<file path="src/rtl/jtag_master.sv">
// Host-side JTAG master: turns DR/IR scan, TAP reset and idle-clock commands
// into tck/tms/tdi sequences and collects tdo. The TAP always ends in Run-Test/Idle.
module jtag_master #(
  parameter int CLK_DIV = 2,
  parameter int MAX_LEN = 32,
  parameter int LEN_W   = 6
) (
  input  logic               clk,
  input  logic               rst_n,
  input  logic               cmd_valid,
  output logic               cmd_ready,
  input  logic [1:0]         cmd_type,
  input  logic [LEN_W-1:0]   cmd_len,
  input  logic [MAX_LEN-1:0] cmd_data,
  output logic               rsp_valid,
  output logic [MAX_LEN-1:0] rsp_data,
  output logic               busy,
  output logic               tck,
  output logic               tms,
  output logic               tdi,
  input  logic               tdo
);

  localparam int DIV_W = (CLK_DIV > 1) ? $clog2(CLK_DIV) : 1;
  localparam int IDX_W = (MAX_LEN > 1) ? $clog2(MAX_LEN) : 1;

  localparam logic [3:0] INIT_RST = 4'd0;
  localparam logic [3:0] IDLE     = 4'd1;
  localparam logic [3:0] NAV_IR   = 4'd2;
  localparam logic [3:0] NAV      = 4'd3;
  localparam logic [3:0] SHIFT    = 4'd4;
  localparam logic [3:0] EXIT     = 4'd5;
  localparam logic [3:0] RTI      = 4'd6;
  localparam logic [3:0] RUN      = 4'd7;
  localparam logic [3:0] DONE     = 4'd8;

  logic [3:0]         state, nxt_state;
  logic [LEN_W-1:0]   cnt, nxt_cnt, len_m1, n_eff;
  logic [DIV_W-1:0]   div;
  logic [MAX_LEN-1:0] data_sr, cap;
  logic               rsp_en, nxt_tms, load_bit;
  logic               active, tick, rise, fall;

  assign busy   = ~cmd_ready;
  assign active = (state != IDLE) && (state != DONE);
  assign tick   = active && (div == DIV_W'(CLK_DIV - 1));
  assign rise   = tick && !tck;
  assign fall   = tick && tck;

  always_comb begin
    n_eff = cmd_len;
    if (cmd_len == '0)
      n_eff = LEN_W'(1);
    else if (cmd_len > LEN_W'(MAX_LEN))
      n_eff = LEN_W'(MAX_LEN);
  end

  // Decides the tms/state of the tck that starts at the current falling edge.
  always_comb begin
    nxt_state = state;
    nxt_cnt   = cnt + 1'b1;
    nxt_tms   = 1'b0;
    load_bit  = 1'b0;
    case (state)
      INIT_RST: begin
        if (cnt == LEN_W'(5)) begin
          nxt_state = DONE;
          nxt_cnt   = '0;
        end else begin
          nxt_tms = (cnt != LEN_W'(4));
        end
      end
      NAV_IR: begin
        nxt_state = NAV;
        nxt_cnt   = '0;
        nxt_tms   = 1'b1;
      end
      NAV: begin
        if (cnt == LEN_W'(2)) begin
          nxt_state = SHIFT;
          nxt_cnt   = '0;
          nxt_tms   = (len_m1 == '0);
          load_bit  = 1'b1;
        end
      end
      SHIFT: begin
        if (cnt == len_m1) begin
          nxt_state = EXIT;
          nxt_cnt   = '0;
          nxt_tms   = 1'b1;
        end else begin
          nxt_tms  = ((cnt + 1'b1) == len_m1);
          load_bit = 1'b1;
        end
      end
      EXIT: begin
        nxt_state = RTI;
        nxt_cnt   = '0;
      end
      RTI: begin
        nxt_state = DONE;
        nxt_cnt   = '0;
      end
      RUN: begin
        if (cnt == len_m1) begin
          nxt_state = DONE;
          nxt_cnt   = '0;
        end
      end
      default: begin
        nxt_cnt = cnt;
      end
    endcase
  end

  always_ff @(posedge clk) begin
    if (!rst_n) begin
      state     <= INIT_RST;
      cnt       <= '0;
      div       <= '0;
      len_m1    <= '0;
      data_sr   <= '0;
      cap       <= '0;
      rsp_en    <= 1'b0;
      cmd_ready <= 1'b0;
      rsp_valid <= 1'b0;
      rsp_data  <= '0;
      tck       <= 1'b0;
      tms       <= 1'b1;
      tdi       <= 1'b0;
    end else begin
      rsp_valid <= 1'b0;
      if (active)
        div <= tick ? '0 : div + 1'b1;
      if (tick)
        tck <= ~tck;
      if (rise && state == SHIFT)
        cap[cnt[IDX_W-1:0]] <= tdo;
      if (fall) begin
        state <= nxt_state;
        cnt   <= nxt_cnt;
        tms   <= nxt_tms;
        tdi   <= load_bit ? data_sr[0] : 1'b0;
        if (load_bit)
          data_sr <= data_sr >> 1;
      end
      // Command accept sets up the first tck; completion publishes the capture.
      case (state)
        IDLE: begin
          if (cmd_valid && cmd_ready) begin
            cmd_ready <= 1'b0;
            div       <= '0;
            cnt       <= '0;
            cap       <= '0;
            data_sr   <= cmd_data;
            len_m1    <= n_eff - 1'b1;
            rsp_en    <= 1'b1;
            tdi       <= 1'b0;
            case (cmd_type)
              2'b00: begin state <= NAV;      tms <= 1'b1; end
              2'b01: begin state <= NAV_IR;   tms <= 1'b1; end
              2'b10: begin state <= INIT_RST; tms <= 1'b1; end
              default: begin state <= RUN;    tms <= 1'b0; end
            endcase
          end
        end
        DONE: begin
          state     <= IDLE;
          cmd_ready <= 1'b1;
          if (rsp_en) begin
            rsp_valid <= 1'b1;
            rsp_data  <= cap;
          end
        end
        default: ;
      endcase
    end
  end

endmodule

</file>
<file path="config.mk">
export PLATFORM = sky130hd
export DESIGN_NAME = jtag_master
export DESIGN_NICKNAME = d
export VERILOG_FILES = /design/src/rtl/jtag_master.sv
export SDC_FILE = /design/constraint.sdc
export NUM_CORES = 1
export LEC_CHECK = 0
export CORE_MARGIN = 3
export CORE_UTILIZATION = 35
export CTS_BUF_LIST = sky130_fd_sc_hd__clkbuf_8
export CTS_CLUSTER_SIZE = 10
export DETAILED_ROUTE_END_ITERATION = 8
export PLACE_DENSITY = 0.65
export SYNTH_ARGS = -nofsm -noshare
export SYNTH_HDL_FRONTEND = slang
export SYNTH_SLANG_ARGS = --single-unit
</file>
<file path="constraint.sdc">
create_clock -name clk -period 5.36 [get_ports clk]
set_clock_uncertainty 0.2 [all_clocks]
set_input_delay 1.34 -clock clk [delete_from_list [all_inputs] [get_ports clk]]
set_output_delay 1.34 -clock clk [all_outputs]
set_load 0.05 [all_outputs]
</file>
==> results of run 1 <==
## cells in the final DEF, fill, tap and decap left out, drive strengths merged, types with 2 or more instances in the layout
| cell | count |
|---|---|
| nor2 | 54 |
| inv | 11 |
| nand3 | 45 |
| mux2i | 33 |
| or4 | 2 |
| nor2b | 3 |
| a31oi | 3 |
| bufinv | 2 |
| and3 | 5 |
| a21o | 2 |
| xnor2 | 5 |
| a221oi | 3 |
| nand2 | 152 |
| clkbuf | 18 |
| nand2b | 3 |
| ha | 9 |
| clkdlybuf4s50 | 81 |
| and3b | 2 |
| a21oi | 74 |
| nor3b | 6 |
| a211oi | 36 |
| nor4 | 5 |
| o21ai | 10 |
| clkinv | 8 |
| xor2 | 9 |
| nor3 | 9 |
| buf | 5 |
| and2 | 8 |
| dfxtp | 119 |
| o32ai | 2 |
## metrics by stage
stage               total power [mW]  hold WS [ns]  area (µm²)
finish                          1.92         0.252        6670
global route                    2.01         0.273        6670
CTS                             1.94         0.254        6670
detailed placement              1.15         0.247        6290
global placement                1.15         0.241        6290
floorplan                       1.08         0.232        5470
## worst register-to-register path: stages, from the launching register on
cell and delay, ns:
dfxtp_1 0.71, nand2b_1 0.15, or4_2 0.63, buf_4 0.34
nand2_1 0.56, buf_4 0.30, o21ai_0 0.10
## where the power goes
group          switching (mW)  internal [mW]  leakage, nW
Combinational           0.114         0.0849         1.27
Clock                   0.368          0.420        0.204
Sequential             0.0341          0.897        0.959
Total                   0.516           1.40         2.43
## routing by layer
metal / share of wire / up-vias
li1: - / 2439
met1: 0.49 / 2089
met2: 0.44 / 99
met3: 0.052 / 10
met4: 0.011 / 0
met5: 0 / -
## sequential cells by signal, summed over array words and instances (netlist names)
name / count
state: 4
div: 1
cnt: 6
len_m1: 6
tck: 1
data_sr: 32
cmd_ready: 1
tms: 1
rsp_valid: 1
rsp_en: 1
cap: 32
tdi: 1
rsp_data: 32
## cells by family after synthesis
logic type / Yosys count
multiplexers: 33
flip-flops: 119
adder cells (fa/ha/maj): 9
buffers and inverters: 63
XOR/XNOR: 14
AO/OA/AOI/OAI: 140
AND/OR/NAND/NOR: 299
## area by class of cell
class / count / area share
well taps: 211 / 0.0396
inverters: 8 / 0.00450
repair buffers: 86 / 0.127
clock inverters: 14 / 0.0199
multi-input cells: 495 / 0.414
clock buffers: 18 / 0.0372
flip-flops and latches: 119 / 0.357
## worst max path at each step
| stage | to | slack (ns) | depth (start not counted) |
|---|---|---|---|
| floorplan | cap[16]$_SDFF_PN0_ | 2.47 | 7 |
| global placement | cnt[4]$_SDFF_PN0_ | 1.32 | 7 |
| detailed placement | cnt[4]$_SDFF_PN0_ | 1.30 | 7 |
| CTS | cnt[4]$_SDFF_PN0_ | 1.79 | 7 |
| global route | cnt[4]$_SDFF_PN0_ | 1.58 | 8 |
| finish | cnt[4]$_SDFF_PN0_ | 1.76 | 7 |
==> results by group, run 1 <==
Layout
  – Fin util: 0.437
  – # diodes: 0
  – Layout Cells excl Fill: 951
  – Multi-input gate area: 2760 µm²
  – Post-layout nets: 780
  – Share of cells above drive strength 1: 0.0622
  – FF/Latch Area: between 2000 and 2500 µm²
  – Filler instances: 1537
  – Area delta synth->final: 22.0%

Worst setup path
  – Critical Path, Cell by Cell: clkdlybuf4s50_1, nand2_1, or4_2, buf_4, nand2_1, buf_4, o21ai_0
  – Reg2Reg Depth: 6
  – Delay-heaviest family, CP: simple AND/OR/NAND/NOR gates
  – Critical path arrival: 3.73 ns
  – Worst R2R Setup Slack: 2.25 ns
  – Slowest library cell on the worst path: or4_2
  – Reg-to-Reg End: cnt[4]$_SDFF_PN0_
  – R2R Path Start: state[0]$_SDFF_PN0_
  – Count of buffer and inverter cells on the critical path: 3
  – Worst setup SP type: input pin
  – Critical Path End Type: flip-flop
  – Critical Path Start: cmd_valid
  – Worst Path Required: between 5 and 6 ns
  – Critical Path Max Stage Delay: 0.55 ns
  – Crit Path Category: in2reg
  – Worst-path maximum fanout: 71

STA
  – Final worst setup slack: 1.76 ns
  – Final setup fails: 0
  – Slew HR: 0.242
  – Worst slew pin tran: around 1.1 ns
  – Fin. Hold Viols: 0
  – Crit path time final: roughly 3.6 ns
  – FMAX: roughly 280 MHz
  – Final Max Slew Viols: 0
  – RSZ-0062 raised after global routing: no
  – Setup TNS: 0 ns
  – Final period util: 0.672

GRT
  – Largest net degree at the start of global routing: 72
  – Met1 usage: 0.197
  – Met2 usage: 0.232
  – Total gr overflow: 0
  – GRT busiest layer: met2
  – Routing usage on met3: 0.0488
  – Initial antenna violation count: 0
  – First-pass GRT wire length: 20500 µm
  – GRT Overall Usage: 0.150
  – Number of global-route vias before repair: 4225

Logic synthesis
  – Cell taking the most area after synthesis: dfxtp_1
  – Syn Inst Count: 677
  – YS warnings: 0
  – Synth Area per Inst: 8.07 µm²
  – Synthesized flop and latch total: roughly 120
  – Post-synth EDFFs: 0
  – Commonest cells in the netlist: 152 x nand2_1, 119 x dfxtp_1, 74 x a21oi_1
  – Syn_nets: 730
  – Yosys top cell area share: 0.436
  – Main area contributors after synthesis: dfxtp_1 44%, nand2_1 10%, a21oi_1 6.8%, mux2i_1 6.0%, a211oi_1 4.9%
  – Multiplexer share of the synthesized area: 0.0604
  – Yosys cell types: slightly below 50
  – Netlist Area Pre-Place: 5470 µm²
  – Count leader, synth: nand2_1
  – Async SR Flop Fraction: 0
  – Post-Synth Adder-Cell Area: 0.0206
  – Post-Synth Simple-Gate Area: 0.242
  – Largest family of logic cells by synthesized area: simple AND/OR/NAND/NOR gates
  – Synth Area in Compound Gates: 0.156
  – Post-synthesis xor/xnor area fraction: 0.0252
  – Sequential area share after synthesis: 0.436
  – Top FF cell, synth: dfxtp_1

Placed design
  – GP Congestion: slightly above 0.8
  – Pre-CTS setup slack: 1.30 ns
  – Cells after DPL: a little over 900
  – I/O Buffers: 81
  – Hpwl dp: ~8200 µm

Clock network
  – CTS Root Cell: clkbuf_8
  – CTS Buf Count: 17
  – CTS tree: yes
  – Clk sinks: between 100 and 150
  – Worst skew pair latency: 0.44 ns
  – CTS Hold Bufs: 0
  – H-Tree Depth: 4
  – CTS resizes: 0
  – Max Buffers Root-to-Sink: 2
  – Clock Pin Slew Worst Setup and Hold Paths: 0.07 ns
  – Setup repair bufs after CTS: 0

Floorplanning
  – Row count: 45
  – Die area: 17200 µm²
  – Die H: about 130 µm
  – Starting Density: 0.358
  – Core area: 15300 µm²
  – DIE WIDTH: ~130 µm
  – IO Pins: 82

Drt
  – Initial DRC Count: between 200 and 250
  – Via count: 4637
  – Antenna Nets Post-Route: 0
  – Final wirelength: 12100 µm
  – First-pass DRT Iterations: 4
  – Vias/cell: between 4 and 5
  – DRC: 0
  – Wirelength per Cell: 12.7 µm

Worst hold path
  – HP Class: reg2reg
  – Worst hold path startpoint: rsp_data[21]$_SDFFE_PN0P_
  – End of the worst hold path: rsp_data[21]$_SDFFE_PN0P_
  – WHS Path Cells: 2

Pwr
  – Worst VDD drop: 0.000179 V
  – Pwr/cell area: 288 nW/µm²
  – Leakage power: 2.43 nW

Run status
  – Status: finished clean

Job
  – MaxCap Viol Count: 0
(Power assumes the default switching activity.)
==> inputs of run 2 (changes only) <==
--- a/config.mk
+++ b/config.mk
@@ -10,7 +10,7 @@
 export CTS_BUF_LIST = sky130_fd_sc_hd__clkbuf_8
 export CTS_CLUSTER_SIZE = 10
 export DETAILED_ROUTE_END_ITERATION = 8
-export PLACE_DENSITY = 0.65
+export PLACE_DENSITY = 0.67
 export SYNTH_ARGS = -nofsm -noshare
 export SYNTH_HDL_FRONTEND = slang
 export SYNTH_SLANG_ARGS = --single-unit
==> constraint.sdc (replaced) <==
create_clock -name clk -period 3.2 [get_ports clk]
set_clock_uncertainty 0.2 [all_clocks]
set_input_delay 0.8 -clock clk [delete_from_list [all_inputs] [get_ports clk]]
set_output_delay 0.8 -clock clk [all_outputs]
set_load 0.05 [all_outputs]
==> run 2 against run 1 <==
Net effect:
- clock power up 92%
- sequential cell count unchanged
- power up 79%
- worst setup slack worse by 1.4 ns
- final cell count up 1.4%
- critical path depth down 1
- die area unchanged
- worst hold slack better by 0.00057 ns
- combinational power up 92%
- routed wire length down 1.1%
- largest cell class unchanged
- core utilization up 1.2 points
- highest routed layer unchanged
==> results by group, run 2 (synthesis gave the netlist of run 1 again) <==
Worst setup path
  – Reg2Reg Depth: 6
  – Worst-path maximum fanout: 33
  – R2R Path Start: cnt[1]$_SDFF_PN0_
  – Worst R2R Setup Slack: 0.33 ns
  – Critical path arrival: 3.03 ns
  – Crit Path Category: reg2reg
  – Reg-to-Reg End: data_sr[15]$_SDFF_PN0_
  – Critical Path End Type: flip-flop
  – Worst Path Required: 3.36 ns
  – Worst setup SP type: flip-flop

Floorplanning
  – Core area: around 15000 µm²
  – Die area: 17200 µm²
  – Starting Density: 0.358
  – IO Pins: 82
  – Die H: 131 µm
  – Row count: 45
  – DIE WIDTH: approximately 130 µm

Layout
  – Layout Cells excl Fill: roughly 960
  – Post-layout nets: 793
  – Commonest cells after routing, fill and taps aside: 152 x nand2_1, 119 x dfxtp_1, 81 x clkdlybuf4s50_1
  – Fin util: 0.449
  – Most common cell after layout, fill and taps aside: nand2_1
  – Filler instances: 1504
  – # diodes: 0
  – Share of cells above drive strength 1: 0.0797
  – Area delta synth->final: 25.4%
  – Registers with the most flip-flops: cap (32), data_sr (32), rsp_data (32)

GRT
  – Largest net degree at the start of global routing: a little under 80
  – Number of global-route vias before repair: 4158
  – GRT Overall Usage: 0.145
  – First-pass GRT wire length: 19900 µm
  – Initial antenna violation count: 0
  – Total gr overflow: 0

STA
  – Worst slew pin tran: 0.967 ns
  – Fin. Hold Viols: 0
  – Crit path time final: 2.87 ns
  – Setup TNS: 0 ns
  – RSZ-0062 raised after global routing: no
  – Final setup fails: 0
  – Slew HR: 0.355
  – FMAX: 348 MHz
  – Final Max Slew Viols: 0
  – Final period util: 0.897

Drt
  – Initial DRC Count: 303
  – First-pass DRT Iterations: 4
  – Vias/cell: about 4.9
  – DRC: 0
  – Final wirelength: 11900 µm
  – Wirelength per Cell: 12.4 µm
  – Antenna Nets Post-Route: 0
  – Via count: 4712

Clock network
  – CTS Buf Count: 17
  – Worst skew pair latency: about 0.44 ns
  – CTS tree: yes
  – Max Buffers Root-to-Sink: 2
  – H-Tree Depth: 4
  – Clk sinks: 119
  – CTS Hold Bufs: 0
  – CTS Root Cell: clkbuf_8
  – Setup repair bufs after CTS: 0
  – Clock Pin Slew Worst Setup and Hold Paths: 0.07 ns
  – CTS resizes: 0

Worst hold path
  – End of the worst hold path: rsp_data[23]$_SDFFE_PN0P_
  – HP Class: reg2reg
  – WHS Path Cells: 2
  – Worst hold path startpoint: rsp_data[23]$_SDFFE_PN0P_

Placed design
  – GP Congestion: 0.852
  – Hpwl dp: 7940 µm
  – Cells after DPL: 932
  – I/O Buffers: 81

Pwr
  – Pwr/cell area: 500 nW/µm²
  – Leakage power: 2.52 nW
  – Worst VDD drop: 0.000264 V

Run status
  – Status: finished clean

Job
  – MaxCap Viol Count: 0
run 2: worst max path at each step:
stage	startpoint	slack (ns)	endpoint
2_1_floorplan	state[0]$_SDFF_PN0_	0.70	data_sr[10]$_SDFF_PN0_
3_3_place_gp	cmd_valid	0.22	cap[31]$_SDFF_PN0_
3_5_place_dp	cmd_valid	0.21	cap[2]$_SDFF_PN0_
4_1_cts	cnt[1]$_SDFF_PN0_	0.32	data_sr[4]$_SDFF_PN0_
5_1_grt	cnt[1]$_SDFF_PN0_	0.06	data_sr[27]$_SDFF_PN0_
6_report	cnt[1]$_SDFF_PN0_	0.33	data_sr[15]$_SDFF_PN0_
run 2: cell type report:
cell class                      instances  area (µm²)  area share
Clock buffer                           18         248      0.0362
Clock inverter                         14         195      0.0285
Inverter                                8        30.0     0.00438
Multi-Input combinational cell        495        2760       0.403
Sequential cell                       119        2380       0.348
Tap cell                              211         264      0.0385
Timing Repair Buffer                   99         971       0.142
run 2: worst max-delay path: stages, from the launching register on:
cell	delay, ns
dfxtp_1	0.54
xor2_1	0.13
nor4_2	0.30
and2_1	0.30
o32a_2	0.85
mux2i_1	0.21
a211oi_1	0.25
run 2: metal layers:
layer  vias to the layer above  GRT usage  routed length, µm
met5                         -          0                  0
met2                       113      0.214               5100
li1                       2457          -                  -
met4                         0     0.0599                197
met3                        20     0.0528                740
met1                      2122      0.192               5900
run 2: report_power, final:
group	switching (mW)	leakage, nW	internal (mW)	total [mW]
Clock	0.636	0.212	0.873	1.51
Sequential	0.0314	0.959	1.50	1.53
Combinational	0.219	1.35	0.162	0.382
run 2: per-stage QoR:
step | cell area [µm²] | worst slack (ns) | power (mW) | hold WS (ns)
final | 6850 | 0.328 | 3.42 | 0.253
after global placement | 6410 | 0.217 | 1.95 | 0.242
after detailed placement | 6410 | 0.212 | 1.95 | 0.243
after floorplan | 5470 | 0.696 | 1.81 | 0.232
after global routing | 6850 | 0.0570 | 3.56 | 0.274
after CTS | 6850 | 0.319 | 3.46 | 0.253
